File: config.mk
export PLATFORM = sky130hd
export DESIGN_NAME = alu_operand_arbiter
export DESIGN_NICKNAME = d
export VERILOG_FILES = /design/src/rtl/alu_operand_arbiter.sv
export SDC_FILE = /design/constraint.sdc
export NUM_CORES = 1
export LEC_CHECK = 0
export CORE_MARGIN = 1
export CORE_UTILIZATION = 37
export CTS_CLUSTER_DIAMETER = 30
export DETAILED_ROUTE_END_ITERATION = 6
export HOLD_SLACK_MARGIN = 0.15
export PLACE_DENSITY = 0.9
export SETUP_SLACK_MARGIN = 0.5
export SYNTH_ARGS = -nofsm -noshare
export SYNTH_HDL_FRONTEND = slang
export SYNTH_SLANG_ARGS = --single-unit
File: constraint.sdc
create_clock -name clk -period 3.6 [get_ports clk]
set_clock_uncertainty 0.15 [all_clocks]
set_input_delay 1.08 -clock clk [delete_from_list [all_inputs] [get_ports clk]]
set_output_delay 1.08 -clock clk [all_outputs]
set_load 0.01 [all_outputs]
File: src/rtl/alu_operand_arbiter.sv
// alu_operand_arbiter: round-robin capture of one of four operands into a valid/ready output register
module alu_operand_arbiter #(
  parameter int WIDTH = 32
) (
  input  logic             clk,
  input  logic             rst_n,
  input  logic [3:0]       req_valid,
  input  logic [WIDTH-1:0] req_data0,
  input  logic [WIDTH-1:0] req_data1,
  input  logic [WIDTH-1:0] req_data2,
  input  logic [WIDTH-1:0] req_data3,
  output logic [3:0]       req_ready,
  output logic             out_valid,
  output logic [WIDTH-1:0] out_data,
  output logic [1:0]       out_src,
  input  logic             out_ready,
  output logic             sel_s0,
  output logic             sel_s1,
  output logic             busy
);
  typedef enum logic {EMPTY, FULL} state_t;
  state_t state;
  logic [1:0] last_grant;
  logic [1:0] win;
  logic [1:0] idx;
  logic found;
  logic open;
  logic [WIDTH-1:0] mux_lo, mux_hi, mux_out;
  // scan requesters starting just after the last grant; first active one wins
  always_comb begin
    found = 1'b0;
    win = 2'd0;
    idx = 2'd0;
    for (int k = 1; k <= 4; k++) begin
      idx = last_grant + 2'(k);
      if (!found && req_valid[idx]) begin
        found = 1'b1;
        win = idx;
      end
    end
  end
  assign open = (state == EMPTY) || (out_ready && state == FULL);
  assign req_ready = (rst_n && open && found) ? (4'b0001 << win) : 4'b0000;
  assign mux_lo = win[0] ? req_data1 : req_data0;
  assign mux_hi = win[0] ? req_data3 : req_data2;
  assign mux_out = win[1] ? mux_hi : mux_lo;
  // capture winner when the window is open, drain to EMPTY on a handshake with no winner
  always_ff @(posedge clk or negedge rst_n) begin
    if (!rst_n) begin
      state <= EMPTY;
      out_data <= '0;
      out_src <= 2'd0;
      last_grant <= 2'd3;
    end else if (open && found) begin
      state <= FULL;
      out_data <= mux_out;
      out_src <= win;
      last_grant <= win;
    end else if (open) begin
      state <= EMPTY;
    end
  end
  assign out_valid = (state == FULL);
  assign busy = out_valid;
  assign sel_s0 = out_src[0];
  assign sel_s1 = out_src[1];
endmodule

==> reports/results.ini <==
[routing]
drt_iter0_drc = 266
via_per_inst = 5.94
wl_um = 11200
num_vias = 3478
drc = 0
detail_route.first_pass.iterations = 5
routedWlPerCell_um = 19.1
ant_nets = 0

[worst_setup_path]
crit_required_ns = 2.37
rrSetupSlack_ns = 1.34
cp_max_fo = 5
worst_setup_path_end_kind = output pin
startpoint_type = input port
arrival_ns = 1.97
criticalPathCategory = in -> out

[floorplanning]
initial_utilization_pct = 38.8
fp.dieH_um = 87.1
die_w_um = 87.1
dieArea_um2 = 7590
coreArea_um2 = 6910
io_pins = 177
num_rows = 30

[timing]
max_clock_freq_mhz = 313
fin_ws_ns = 0.403
setup-violations-final = 0
worstMarginPinSlew_ns = 0.499
slew_viol_final = 0
fin_crit_ns = 3.20
slew_headroom_pct = 66.7
finalHoldViolCount = 0
holdWs_ns = 0.362
finalCritPeriodShare_pct = 88.8
rsz0062_at_grt = yes

[cells_and_area]
seq_area_um2 = 928
final_cell_area_um2 = 4840
drive_above_1_share_pct = 15.5
synthToLayoutAreaGrowth_pct = 80.8
antennaDiodeCount = 0
multiInputGateArea_um2 = 1660
layout.nets = 624
fillers = 583
final_core_util_pct = 70.1
fin_cells = 586

[synth]
ys_async_sr_fraction_pct = 100
ys_warn_count = 0
ys_top_cells_by_count = 40 x nor2_1, 35 x dfrtp_1, 34 x o21ai_0
synth-main-ff-cell = dfrtp_1
synth.top_cell.area_share_pct = 32.7
synth_area_leader_cell = dfrtp_1
ys_types = 34
synth-seq-cells = 37
yosys-top-cells-area = dfrtp_1 33%, a32oi_1 10%, a41oi_1 10%
syn_area_um2 = 2680
synth.most_common_cell = nor2_1
synth_edf_count = 0
synthCells = 314
seq_area_frac_synth_pct = 34.6
synthesis.nets = 449
synth_area_per_cell_um2 = 8.54

[pwr]
p_switching_uw = 684
power.density_nw_per_um2 = 397
p_comb_share_pct = 49.8
ir_drop_mv = 0.193
seqPwrFrac_pct = 30.3
switching_share_pct = 35.6
power.leakage_uw = 0.00179
clockPowerShare_pct = 19.8
intPower_uw = 1240

[place]
dp_cells = 572
place_congestion = 0.919
numPortBuffers = 176
place_area_um2 = 4630
dpl.hpwl_um = 7600
pre_cts_ws_ns = -0.511

[global_routing]
grt.met3_usage_pct = 6.16
grt_pass1_wl_um = 17300
grt_use_met2_pct = 55.5
antenna_found_initial = 0
met1_usage_pct = 32.7
top_usage_layer = met2
first_global_vias = 3602
grt-ovfl-total = 0
grt.total_usage_pct = 29.8
grt_max_degree = 38

[clocking]
cts_made_buffers = 5
clk_latency_ns = 0.28
clk_pin_slew_worst_paths_ns = 0.07
htree_levels = 2
cts_buffer_depth = 2
cts.sinks = 37
cts_tree = built
cts-root-buf = clkbuf_8

[worst_hold_path]
worstHoldPathType = reg -> reg

[run_status]
status = complete, no violations

[job]
maxCapViolCount = 0

-- flip-flops by register name, summed over array words and instances (netlist names) --
name        count
out_data       32
last_grant      2
busy            1
out_src         2
-- power by group through the flow --
stage | clock network (uW) | logic, uW | registers [uW]
final | 381 | 957 | 583
after global placement | 0 | 899 | 583
after CTS | 388 | 936 | 582
after floorplan | 0 | 416 | 623
after global routing | 411 | 1020 | 597
after detailed placement | 0 | 925 | 589
-- path summary, 6_finish.rpt --
check / from / endpoint / cells after the start
worst min register to register: out_src[1] / out_src[1] / 2
worst max register to register: last_grant[0] / out_data[16] / 7
min in group asynchronous: rst_n / out_data[8] / 2
worst max-delay path: req_valid[3] / req_ready[2] / 7
max in group asynchronous: rst_n / last_grant[1] / 2
worst min-delay path: out_src[1] / out_src[1] / 2
-- per-layer routing --
metal | up-vias | wire [um] | share of wire [%]
met3 | 22 | 987 | 8.8
met2 | 197 | 5740 | 51
met5 | - | 0 | 0
met4 | 0 | 231 | 2.1
li1 | 1573 | - | -
met1 | 1686 | 4250 | 38
-- cell families (layout without fill, tap and decap cells) --
| kind of cell | after synthesis | in the layout | synth area share, % |
|---|---|---|---|
| buffers and inverters | 43 | 219 | 7.94 |
| flip-flops | 37 | 37 | 34.6 |
| AO/OA/AOI/OAI | 143 | 143 | 40.4 |
| AND/OR/NAND/NOR | 91 | 91 | 17.0 |
-- repair_timing --
action	CTS	global route
endpoints found under the setup margin	4	4
hold buffers	0	0
pin swaps	12	6
setup buffers	2	4
gates resized for setup	49	9
-- cell usage in the layout, fill, tap and decap left out, types with 2 or more instances in the layout --
cell	n
a31oi_1	33
a32oi_1	32
a41oi_1	32
and2_1	32
buf_2	3
buf_4	30
buf_6	5
buf_8	2
clkbuf_8	6
clkdlybuf4s50_1	166
dfrtp_1	35
dfstp_2	2
inv_1	2
nand2_1	4
nand2_4	3
nor2_1	35
nor2_2	2
nor2_4	4
o21ai_0	34
o311ai_4	2
or3_4	2
-- critical path, cell delays in order --
cell	delay, ns
buf_8	0.11
and2b_4	0.18
buf_12	0.13
o21ai_4	0.15
nand3_2	0.11
nor2_4	0.10
buf_6	0.10
-- metrics by stage --
| step | setup TNS (ns) | power, uW |
|---|---|---|
| finish | 0 | 1920 |
| global route | 0 | 2030 |
| CTS | 0 | 1910 |
| detailed placement | -2.00 | 1510 |
| global placement | -1.99 | 1480 |
| floorplan | 0 | 1040 |
-- cell type report --
cell class / count / share of cell area [%]
repair buffers: 208 / 41.6
multi-input cells: 234 / 34.2
flip-flops and latches: 37 / 19.2
well taps: 96 / 2.48
clock buffers: 7 / 1.78
clock inverters: 1 / 0.620
inverters: 3 / 0.232
Power figures use the tool's default switching activity.
